### config.mk
export PLATFORM = sky130hd
export DESIGN_NAME = branch_resolve
export DESIGN_NICKNAME = d
export VERILOG_FILES = /design/src/rtl/branch_pkg.sv /design/src/rtl/branch_stats.sv /design/src/rtl/branch_resolve.sv
export SDC_FILE = /design/constraint.sdc
export NUM_CORES = 1
export LEC_CHECK = 0
export ABC_AREA = 1
export BUFFER_PORTS_ARGS = -buffer_cell sky130_fd_sc_hd__clkbuf_2
export CELL_PAD_IN_SITES_DETAIL_PLACEMENT = 1
export CELL_PAD_IN_SITES_GLOBAL_PLACEMENT = 1
export CORE_MARGIN = 5
export CORE_UTILIZATION = 28
export CTS_CLUSTER_SIZE = 30
export DETAILED_ROUTE_END_ITERATION = 16
export PLACE_DENSITY = 0.81
export SKIP_CTS_REPAIR_TIMING = 1
export SLEW_MARGIN = 20
export SYNTH_ARGS = -nofsm -noshare
export SYNTH_HDL_FRONTEND = slang
export SYNTH_SLANG_ARGS = --single-unit
### constraint.sdc
create_clock -name CLK -period 1.65 [get_ports CLK]
set_input_delay 0.165 -clock CLK [delete_from_list [all_inputs] [get_ports CLK]]
set_output_delay 0.165 -clock CLK [all_outputs]
set_load 0.02 [all_outputs]
### src/rtl/branch_pkg.sv
`default_nettype none
// ============================================================================
// branch_pkg : shared types and the taken-decision rule for branch resolution
// Rev 1.0
// ============================================================================
package branch_pkg;

  localparam int BR_OP_W = 2;

  typedef enum logic [BR_OP_W-1:0] {
    BR_NOP = 2'b00,
    BR_BEQ = 2'b01,
    BR_BNE = 2'b10,
    BR_JMP = 2'b11
  } br_op_t;

  typedef enum logic [1:0] {
    ST_IDLE     = 2'd0,
    ST_REDIRECT = 2'd1,
    ST_FLUSH    = 2'd2
  } br_state_t;

  function automatic logic br_taken(input br_op_t op, input logic eq);
    logic t;
    t = 1'b0;
    case (op)
      BR_BEQ:  t = eq;
      BR_BNE:  t = ~eq;
      BR_JMP:  t = 1'b1;
      default: t = 1'b0;
    endcase
    return t;
  endfunction

endpackage
`default_nettype wire

### src/rtl/branch_stats.sv
`default_nettype none
// ============================================================================
// branch_stats : saturating pair of branch/taken event counters
// Rev 1.0
// ============================================================================
module branch_stats #(
  parameter int CNT_WIDTH = 16
) (
  input  logic                 clk,
  input  logic                 rst,
  input  logic                 inc_br,
  input  logic                 inc_taken,
  output logic [CNT_WIDTH-1:0] br_count,
  output logic [CNT_WIDTH-1:0] taken_count
);

  logic [CNT_WIDTH-1:0] br_cnt_q, br_cnt_d;
  logic [CNT_WIDTH-1:0] tk_cnt_q, tk_cnt_d;

  always_comb begin
    br_cnt_d = br_cnt_q;
    tk_cnt_d = tk_cnt_q;
    if (inc_br && (br_cnt_q != '1)) br_cnt_d = br_cnt_q + 1'b1;
    if (inc_taken && (tk_cnt_q != '1)) tk_cnt_d = tk_cnt_q + 1'b1;
  end

  always_ff @(posedge clk) begin
    if (rst) begin
      br_cnt_q <= '0;
      tk_cnt_q <= '0;
    end else begin
      br_cnt_q <= br_cnt_d;
      tk_cnt_q <= tk_cnt_d;
    end
  end

  assign br_count    = br_cnt_q;
  assign taken_count = tk_cnt_q;

endmodule
`default_nettype wire

### src/rtl/branch_resolve.sv
`default_nettype none
// ============================================================================
// branch_resolve : resolves branches from the EQUAL compare, redirects fetch
// and holds FLUSH. Define BRANCH_STATS_EN to add BR_COUNT/TAKEN_COUNT.
// Rev 1.0
// ============================================================================
module branch_resolve
  import branch_pkg::*;
#(
  parameter int WIDTH        = 32,
  parameter int ADDR_WIDTH   = 32,
  parameter int FLUSH_CYCLES = 2,
  parameter int CNT_WIDTH    = 16
) (
  input  logic                  CLK,
  input  logic                  RST,
  input  logic                  BR_VALID,
  output logic                  BR_READY,
  input  logic [BR_OP_W-1:0]    BR_OP,
  input  logic [WIDTH-1:0]      EQUAL,
  input  logic [ADDR_WIDTH-1:0] BR_TARGET,
  output logic                  PC_SEL,
  output logic [ADDR_WIDTH-1:0] PC_TARGET,
  output logic                  FLUSH
`ifdef BRANCH_STATS_EN
  ,
  output logic [CNT_WIDTH-1:0]  BR_COUNT,
  output logic [CNT_WIDTH-1:0]  TAKEN_COUNT
`endif
);

  // Counter covers the cycles after the redirect cycle: FLUSH_CYCLES-2 .. 0
  localparam int FCNT_W = (FLUSH_CYCLES > 2) ? $clog2(FLUSH_CYCLES - 1) : 1;
  localparam logic [FCNT_W-1:0] FCNT_LOAD =
    FCNT_W'((FLUSH_CYCLES > 2) ? (FLUSH_CYCLES - 2) : 0);

  br_state_t             state_q, state_d;
  logic [FCNT_W-1:0]     cnt_q, cnt_d;
  logic                  pc_sel_q, pc_sel_d;
  logic                  flush_q, flush_d;
  logic [ADDR_WIDTH-1:0] pc_target_q, pc_target_d;

  br_op_t op;
  logic   accept;
  logic   taken;

  assign op       = br_op_t'(BR_OP);
  assign BR_READY = (state_q == ST_IDLE) & ~RST;
  assign accept   = BR_VALID & BR_READY;
  assign taken    = br_taken(op, |EQUAL);

  always_comb begin
    state_d     = state_q;
    cnt_d       = cnt_q;
    pc_target_d = pc_target_q;
    case (state_q)
      ST_IDLE: begin
        if (accept && taken) begin
          pc_target_d = BR_TARGET;
          state_d     = ST_REDIRECT;
        end
      end
      ST_REDIRECT: begin
        if (FLUSH_CYCLES <= 1) begin
          state_d = ST_IDLE;
        end else begin
          cnt_d   = FCNT_LOAD;
          state_d = ST_FLUSH;
        end
      end
      ST_FLUSH: begin
        if (cnt_q == '0) state_d = ST_IDLE;
        else             cnt_d   = cnt_q - 1'b1;
      end
      default: state_d = ST_IDLE;
    endcase
    // Outputs are registered images of the next state
    pc_sel_d = (state_d == ST_REDIRECT);
    flush_d  = (state_d != ST_IDLE);
  end

  always_ff @(posedge CLK) begin
    if (RST) begin
      state_q     <= ST_IDLE;
      cnt_q       <= '0;
      pc_sel_q    <= 1'b0;
      flush_q     <= 1'b0;
      pc_target_q <= '0;
    end else begin
      state_q     <= state_d;
      cnt_q       <= cnt_d;
      pc_sel_q    <= pc_sel_d;
      flush_q     <= flush_d;
      pc_target_q <= pc_target_d;
    end
  end

  assign PC_SEL    = pc_sel_q;
  assign FLUSH     = flush_q;
  assign PC_TARGET = pc_target_q;

`ifdef BRANCH_STATS_EN
  branch_stats #(
    .CNT_WIDTH (CNT_WIDTH)
  ) u_stats (
    .clk         (CLK),
    .rst         (RST),
    .inc_br      (accept & (op != BR_NOP)),
    .inc_taken   (accept & taken),
    .br_count    (BR_COUNT),
    .taken_count (TAKEN_COUNT)
  );
`endif

endmodule
`default_nettype wire

Word-level counts from Yosys, hierarchy flattened
Cells that the tools add are included.
Storage, ports and cells
  flip-flop bits (word level): 37
  input port bits: 69
  output and inout bits: 35
  logic and storage cells: 28
Cells by class
  $add $sub $neg: 1
  equal/unequal tests: 6
  multiplexer cells: 6
  bitwise operators: 4
  reduce and logical (&&, ||, !) cells: 6
Operators by type and width (count)
  $reduce_or 32->1: 1
  $eq 2x1->1 const B: 3
  $eq 2x2->1 const B: 3
  $pmux 2 s3: 1
  $mux 2: 2
  $reduce_bool 2->1: 2
  $pmux 1 s3: 1
  $and 1x1->1: 2
  $logic_not 2->1: 1
  $not 1->1: 2
  $pmux 1 s2: 1
  $reduce_and 2->1: 1
  $logic_and 1x1->1: 1
  $mux 1: 1
  $sub 1x1->1 const B: 1

Longest topological paths before layout
Gate-level depths: netlist (run 1).
  depth in word-level cells: 7
  gate-level depth with buffers: 11
  gate-level depth less buffers: 10

Least setup slack after synthesis (run 1)
No wires, ideal clock.
  kind: register to register
  start: register state_q[1]
  end: register pc_target_q[30], in the netlist PC_TARGET[30]
  setup time: 64 ps
  data arrival time: 1425 ps
  data required time: 1586 ps
  slack: 161 ps
  cell stages (with the launch flop): 9
  path buffers: 2
  clock period less this slack: 1489 ps
  cells stage by stage: dfxtp_1 > nor3_2 > and2_1 > buf_2 > nand3_4 > buf_6 > nand2_2 > inv_2 > nor2_1
Between the ends
  longest elaborated chain between the ends: 5
Ends and longest elaborated chain
  start, declared: line branch_resolve.sv:37  | br_state_t state_q, state_d;
  start signal, assigned: line branch_resolve.sv:90  | state_q <= state_d;
  $logic_not 2->1: line branch_resolve.sv:48  | assign BR_READY = (state_q == ST_IDLE) & ~RST;
  $and 1x1->1: line branch_resolve.sv:48
  named net BR_READY: line branch_resolve.sv:18  | output logic BR_READY,
  $and 1x1->1: line branch_resolve.sv:49  | assign accept = BR_VALID & BR_READY;
  $logic_and 1x1->1: line branch_resolve.sv:58  | if (accept && taken) begin
  $reduce_and 2->1 (no line)
  end signal, assigned: line branch_resolve.sv:94  | pc_target_q <= pc_target_d;
  end, declared: line branch_resolve.sv:41  | logic [ADDR_WIDTH-1:0] pc_target_q, pc_target_d;
The timed path passes the listed nets, and every way through them passes these cells.
A chain may end at the register's enable or synchronous reset.

Worst setup path in the final report (run 1)
  start: register state_q[1]
  end: register pc_target_q[31], in the netlist PC_TARGET[31]
Between the ends
  longest elaborated chain between the ends: 5
Ends and longest elaborated chain (line)
  $logic_not 2->1 (*): branch_resolve.sv:48, branch_resolve.sv:56
  $and 1x1->1: branch_resolve.sv:48
  $and 1x1->1: branch_resolve.sv:49
  $logic_and 1x1->1: branch_resolve.sv:58
  $reduce_and 2->1 (no line) (*)
Every way passes the cells marked *; elsewhere a longest branch is shown, timed or not.

==> results of run 1 <==
-- per-stage QoR --
| step | hold WS [ns] | power, W |
|---|---|---|
| finish | 0.102 | 0.00200 |
| CTS | 0.0888 | 0.00205 |
| global placement | 0.387 | 0.00137 |
| global route | 0.0937 | 0.00214 |
| floorplan | 0.237 | 0.00120 |
| detailed placement | 0.392 | 0.00139 |
-- kinds of logic (layout without fill, tap and decap cells) --
logic type	count (synthesis)	count (layout)	share of synthesized area [%]
buffers and inverters	114	220	24.3
and+or+nand+nor	167	167	37.0
AOI/OAI and AO/OA	3	3	1.11
DFF	36	36	37.6
-- per-layer routing --
layer	share of wire (%)	vias to the layer above
li1	-	1094
met2	52	58
met3	6.9	2
met4	0.44	0
met5	0	-
met1	40	959
-- flip-flops by register name (all words and copies together), names as in the netlist --
register and cells:
state_q 2, PC_SEL 1, FLUSH 1, PC_TARGET 32
-- critical path, cell delays in order (launching register included) --
cell	delay, ns
sky130_fd_sc_hd__dfxtp_1	0.32
sky130_fd_sc_hd__nor3_2	0.20
sky130_fd_sc_hd__and2_1	0.26
sky130_fd_sc_hd__buf_4	0.27
sky130_fd_sc_hd__nand3_1	0.12
sky130_fd_sc_hd__nand2_1	0.07
sky130_fd_sc_hd__nor2_1	0.03
-- power groups by stage --
stage / logic [W] / clock network, W / registers (W)
after floorplan: 0.000194 / 0 / 0.00101
after global placement: 0.000414 / 0 / 0.000956
after detailed placement: 0.000427 / 0 / 0.000958
after CTS: 0.000430 / 0.000678 / 0.000938
after global routing: 0.000474 / 0.000726 / 0.000944
final: 0.000419 / 0.000645 / 0.000937
-- final cells by class --
| class | count | area (µm²) |
|---|---|---|
| Inverter | 101 | 379 |
| Timing Repair Buffer | 111 | 613 |
| Tap cell | 80 | 100 |
| Sequential cell | 36 | 721 |
| Clock buffer | 8 | 90.1 |
| Multi-Input combinational cell | 170 | 731 |
| Fill cell | 934 | 4090 |
-- placed cells by master, fill, tap and decap left out, types with 2 or more instances in the layout --
cell type	count
sky130_fd_sc_hd__nand3_1	32
sky130_fd_sc_hd__buf_12	3
sky130_fd_sc_hd__nor2_1	54
sky130_fd_sc_hd__inv_1	100
sky130_fd_sc_hd__nand2_1	70
sky130_fd_sc_hd__clkbuf_1	2
sky130_fd_sc_hd__buf_4	5
sky130_fd_sc_hd__clkbuf_2	103
sky130_fd_sc_hd__nand2_2	8
sky130_fd_sc_hd__dfxtp_1	36
sky130_fd_sc_hd__clkbuf_8	6
-- worst max path at each step --
stage	from	to	slack, ns	cells after the start
after floorplan	state_q[1]$_SDFF_PP0_	PC_TARGET[30]$_SDFFE_PP0P_	0.16	8
after global placement	EQUAL[20]	PC_TARGET[26]$_SDFFE_PP0P_	0.21	12
after detailed placement	EQUAL[20]	PC_TARGET[22]$_SDFFE_PP0P_	0.13	12
after CTS	state_q[1]$_SDFF_PP0_	PC_TARGET[19]$_SDFFE_PP0P_	0.24	6
after global routing	state_q[1]$_SDFF_PP0_	PC_TARGET[19]$_SDFFE_PP0P_	0.12	6
final	state_q[1]$_SDFF_PP0_	PC_TARGET[31]$_SDFFE_PP0P_	0.27	6
==> flow_summary.yaml, run 1 <==
global_routing:
  grt.overflow.total: 0
  globalRouteMet3Util_pct: 4.55
  grt.total_usage_pct: 13.6
  grt_first_pass_wirelength_mm: 9.63
  met1_track_utilization_from_global_routing_pct: 14.4
  first_global_vias: 2247
  antenna_found_initial: 0
  globalRouteMet2Util_pct: 26.5
  grt_max_degree: 20
  top_usage_layer: "met2"
timing:
  finalHoldViolations: 0
  finalClockSkew_ns: 0.00460
  worst_pin_slew_ns: 0.377
  finalMaxSlewViolations: 0
  final.setup.tns_ns: 0
  slew_headroom_pct: 74.8
  final_min_period_over_clock_period_pct: 83.9
  finalSetupViolations: 0
  setup_ws_ns: 0.265
  rsz0062_at_grt: "no"
  finalCriticalPeriod_ns: 1.38
  achievable-frequency_mhz: 722
placement:
  numPortBuffers: 103
  place_inst: 498
  gpl.final_weighted_congestion: 0.724
  placement.setup.worst_slack_ns: 0.133
  dpl.hpwl_mm: 4.63
  post_dp_cell_area_mm2: 0.00254
die:
  die_width_um: 92.8
  die_area_mm2: 0.00861
  floorplan.rows: 30
  floorplan.io_pins: 104
  fp.coreArea_mm2: 0.00672
  initial_core_util_pct: 28.5
  die_height_um: 92.8
power_and_ir_drop:
  power.leakage_nw: 1.60
  power_frac_seq_pct: 46.8
  internal_power_w: 0.00143
  power.switching_w: 0.000569
  ir_worst_vdd_uv: 393
  power.share.combinational_pct: 20.9
  share_clk_of_total_power_pct: 32.2
  sw_frac_of_total_pct: 28.4
  powerDensity_mw_per_mm2: 760
clock_network:
  max_root_sink_buffers: 2
  htree_levels: 2
  clk_pin_slew_ns: 0.07
  tritoncts: "built"
  tritoncts.num_buffers: 5
  clk_latency_ns: 0.27
  cts.root.buffer_cell: "sky130_fd_sc_hd__clkbuf_8"
  cts.sinks: 36
hold_path:
  hold-path-cell-count: 2
  holdCritStartpoint: "RST"
  min_to: "state_q[1]$_SDFF_PP0_"
  hold_path_class: "in -> reg"
detailed_routing:
  drc: 0
  dr_total_vias: 2113
  viasPerCell: 4.18
  iteration_0_drc_count_of_the_detailed_router: 51
  firstDrtPassIters: 4
  post_drt_wl_per_cell_um: 11.2
  route.final.wire_length_mm: 5.68
  ant_nets: 0
setup_path:
  worstReg2RegEnd: "PC_TARGET[31]$_SDFFE_PP0P_"
  crit_path_start_kind: "flop"
  worst_r2r_startpoint: "state_q[1]$_SDFF_PP0_"
  timing.reg2reg.setup_slack_ns: 0.27
  path_max_fanout: 19
  reg2reg_depth: 6
  critical_path_sink_type: "flop"
  arrival_time_worst_endpoint_ns: 1.56
  crit_required_ns: 1.82
  timing_worst_setup_path_type: "reg -> reg"
layout:
  antennaDiodeCount: 0
  final_cell_count_no_fill: 506
  drive_above_1_share_pct: 30.3
  finalNetCount: 494
  area.growth.synth_to_final_pct: 37.3
  final_design_area_no_fill_mm2: 0.00263
  layout.core_utilization_pct: 39.2
logic_synthesis:
  library_cell_with_the_highest_instance_count_after_synthesis: "sky130_fd_sc_hd__inv_1"
  postSynthAreaPerCell_um2: 5.99
  post-synth-top-area-fraction_pct: 37.6
  syn_inst: 320
  synth_enable_flop_cells: 0
  synth-seq-cells: 36
  fraction_of_registers_with_async_set_reset_pct: 0
  top_ff_cell_synth: "sky130_fd_sc_hd__dfxtp_1"
  synth.distinct_cells: 18
  synthesis.yosys.warnings: 0
  synth_sequential_area_ratio_pct: 37.6
  mappedNetlistNets: 389
  post_synth_instance_area_mm2: 0.00192
  synth_top_cell_by_area: "sky130_fd_sc_hd__dfxtp_1"
  synth_area_leaders: "sky130_fd_sc_hd__dfxtp_1, sky130_fd_sc_hd__inv_1, sky130_fd_sc_hd__nand2_1, sky130_fd_sc_hd__nor2_1, sky130_fd_sc_hd__nand3_1"
  ys_top_cells_by_count: "sky130_fd_sc_hd__inv_1, sky130_fd_sc_hd__nand2_1, sky130_fd_sc_hd__nor2_1, sky130_fd_sc_hd__dfxtp_1, sky130_fd_sc_hd__nand3_1"
status:
  outcome: "complete, no violations"
flow_run:
  number_of_max_cap_violations: 0
No activity file was read; power rests on OpenSTA's default activity.
==> run 2, diff against run 1 <==
--- a/config.mk
+++ b/config.mk
@@ -10,10 +10,10 @@
 export CELL_PAD_IN_SITES_DETAIL_PLACEMENT = 1
 export CELL_PAD_IN_SITES_GLOBAL_PLACEMENT = 1
 export CORE_MARGIN = 5
-export CORE_UTILIZATION = 28
+export CORE_UTILIZATION = 26
 export CTS_CLUSTER_SIZE = 30
 export DETAILED_ROUTE_END_ITERATION = 16
-export PLACE_DENSITY = 0.81
+export PLACE_DENSITY = 0.79
 export SKIP_CTS_REPAIR_TIMING = 1
 export SLEW_MARGIN = 20
 export SYNTH_ARGS = -nofsm -noshare
==> constraint.sdc (replaced) <==
create_clock -name CLK -period 1.1 [get_ports CLK]
set_input_delay 0.11 -clock CLK [delete_from_list [all_inputs] [get_ports CLK]]
set_output_delay 0.11 -clock CLK [all_outputs]
set_load 0.02 [all_outputs]
==> run 2 against run 1 <==
Compared with the run above: the run now ends with negative setup slack left; setup slack worse by 0.41 ns; combinational power up 58%; routed wire length shrank 0.69%; sequential share of layout area fell by 0.94 points; final cell count grew 4.3%; power is 52% higher; register-to-register slack lost 0.41 ns; first-iteration DRC count down 16%; sequential power grew 50%; utilization down 1.3 points; non-clock buffer count up 3; largest cell class unchanged.
==> flow_summary.yaml, run 2 (synthesized netlist as in run 1, its figures left out) <==
timing:
  worst_pin_slew_ns: 0.190
  finalSetupViolations: 36
  final.setup.tns_ns: -4.00
  achievable-frequency_mhz: 805
  setup_ws_ns: -0.142
  slew_headroom_pct: 87.3
  finalCriticalPeriod_ns: 1.24
  final_min_period_over_clock_period_pct: 113
  finalClockSkew_ns: 0.00731
  finalHoldViolations: 0
  finalMaxSlewViolations: 0
  rsz0062_at_grt: "yes"
power_and_ir_drop:
  power.leakage_nw: 1.63
  power.switching_w: 0.000877
  ir_worst_vdd_uv: 527
  sw_frac_of_total_pct: 28.8
  internal_power_w: 0.00217
  power_frac_seq_pct: 46.2
  share_clk_of_total_power_pct: 32.1
  power.share.combinational_pct: 21.7
  powerDensity_mw_per_mm2: 1110
layout:
  antennaDiodeCount: 0
  drive_above_1_share_pct: 34.0
  area.growth.synth_to_final_pct: 42.5
  largest_register_ff_count: 32
  final_cell_count_no_fill: 528
  layout.cells.most_common_list: "sky130_fd_sc_hd__clkbuf_2, sky130_fd_sc_hd__inv_1, sky130_fd_sc_hd__nand2_1"
  layout.filler_cells: 1009
  finalNetCount: 497
  mostFrequentLayoutCell: "sky130_fd_sc_hd__clkbuf_2"
global_routing:
  grt_first_pass_wirelength_mm: 9.74
  grt.overflow.total: 0
  antenna_found_initial: 0
  first_global_vias: 2265
  grt.total_usage_pct: 13.2
  grt_max_degree: 19
clock_network:
  tritoncts: "built"
  cts.root.buffer_cell: "sky130_fd_sc_hd__clkbuf_8"
  max_root_sink_buffers: 2
  cts.sinks: 36
  clk_latency_ns: 0.28
  clk_pin_slew_ns: 0.07
  htree_levels: 2
  tritoncts.num_buffers: 5
detailed_routing:
  firstDrtPassIters: 3
  dr_total_vias: 2108
  route.final.wire_length_mm: 5.64
  ant_nets: 0
  viasPerCell: 3.99
  post_drt_wl_per_cell_um: 10.7
  drc: 0
  iteration_0_drc_count_of_the_detailed_router: 43
placement:
  numPortBuffers: 103
  gpl.final_weighted_congestion: 0.681
  place_inst: 519
  dpl.hpwl_mm: 4.57
setup_path:
  reg2reg_depth: 7
  critical_path_sink_type: "flop"
  timing.reg2reg.setup_slack_ns: -0.14
  worstReg2RegEnd: "PC_TARGET[23]$_SDFFE_PP0P_"
  crit_start: "state_q[0]$_SDFF_PP0_"
  worst_r2r_startpoint: "state_q[0]$_SDFF_PP0_"
  timing_worst_setup_path_type: "reg -> reg"
  path_max_fanout: 16
  crit_required_ns: 1.32
  arrival_time_worst_endpoint_ns: 1.46
  worstPathCellList: "nor3_4 > and2_4 > nand3_4 > buf_12 > nand2_1 > inv_1 > nor2_1"
  crit_path_start_kind: "flop"
  crit_path_top_delay_cell: "sky130_fd_sc_hd__dfxtp_2"
  worst_path_largest_cell_delay_ns: 0.33
die:
  floorplan.rows: 31
  die_width_um: 95.9
  fp.coreArea_mm2: 0.00721
  initial_core_util_pct: 26.6
  die_area_mm2: 0.00919
  die_height_um: 95.9
  floorplan.io_pins: 104
hold_path:
  min_to: "PC_TARGET[4]$_SDFFE_PP0P_"
  hold_path_class: "in -> reg"
  hold-path-cell-count: 5
  holdCritStartpoint: "BR_TARGET[4]"
status:
  outcome: "finished with violations"
  failed_checks: "negative setup slack"
flow_run:
  number_of_max_cap_violations: 0
==> run 2: changes by cell type in the layout (fill, tap and decap cells not counted), moves of 3 or more <==
cell,before,now
sky130_fd_sc_hd__buf_6,0,3
sky130_fd_sc_hd__inv_1,100,94
sky130_fd_sc_hd__inv_2,1,7
sky130_fd_sc_hd__nor2_1,54,50
sky130_fd_sc_hd__nor2_2,0,4
==> run 2: worst max-delay path by stage <==
stage | end | cells after the start
final | PC_TARGET[23]$_SDFFE_PP0P_ | 7
after global routing | PC_TARGET[13]$_SDFFE_PP0P_ | 7
after CTS | PC_TARGET[21]$_SDFFE_PP0P_ | 6
after detailed placement | PC_TARGET[22]$_SDFFE_PP0P_ | 12
after global placement | PC_TARGET[3]$_SDFFE_PP0P_ | 12
after floorplan | PC_TARGET[30]$_SDFFE_PP0P_ | 8
==> run 2: power by group through the flow <==
stage          combinational (W)  sequential (W)  clock, W
6_report                0.000661         0.00141  0.000977
5_1_grt                 0.000756         0.00141   0.00110
4_1_cts                 0.000655         0.00141   0.00103
3_5_place_dp            0.000652         0.00144         0
3_3_place_gp            0.000629         0.00144         0
2_1_floorplan           0.000293         0.00151         0
==> run 2: per-layer routing <==
layer  global-route usage [%]  routed length (µm)  vias up
li1                         -                   -     1102
met1                     15.0                2370      945
met2                     24.3                2850       57
met3                     3.91                 393        4
met4                     3.20                  29        0
met5                        0                   0        -
==> run 2: critical path, delay by kind of cell (launching register included) <==
family                 cells  cell delay [ns]
AND/OR/NAND/NOR            5             0.64
flip-flops                 1             0.33
buffers and inverters      2             0.21
==> run 2: layout make-up <==
cell class                 instances  area [µm²]  area share, %
sequential                        36         722           26.4
tap                               99         124           4.53
timing repair buffer             114         662           24.2
clock inverter                     1        7.51          0.275
inverter                         101         379           13.9
multi-input combinational        170         752           27.5
clock buffer                       7        86.3           3.16
==> run 2: metrics by stage <==
| step | util [%] | instance area [µm²] | power [W] | worst slack, ns | hold WS [ns] |
|---|---|---|---|---|---|
| after CTS | 37.4 | 2700 | 0.00309 | -0.254 | 0.130 |
| after global routing | 37.9 | 2730 | 0.00327 | -0.245 | 0.149 |
| after detailed placement | 36.1 | 2600 | 0.00209 | -0.305 | 0.435 |
| after global placement | 36.1 | 2600 | 0.00207 | -0.232 | 0.427 |
| after floorplan | - | 1930 | 0.00181 | -0.260 | 0.182 |
| final | 37.9 | 2730 | 0.00304 | -0.142 | 0.141 |
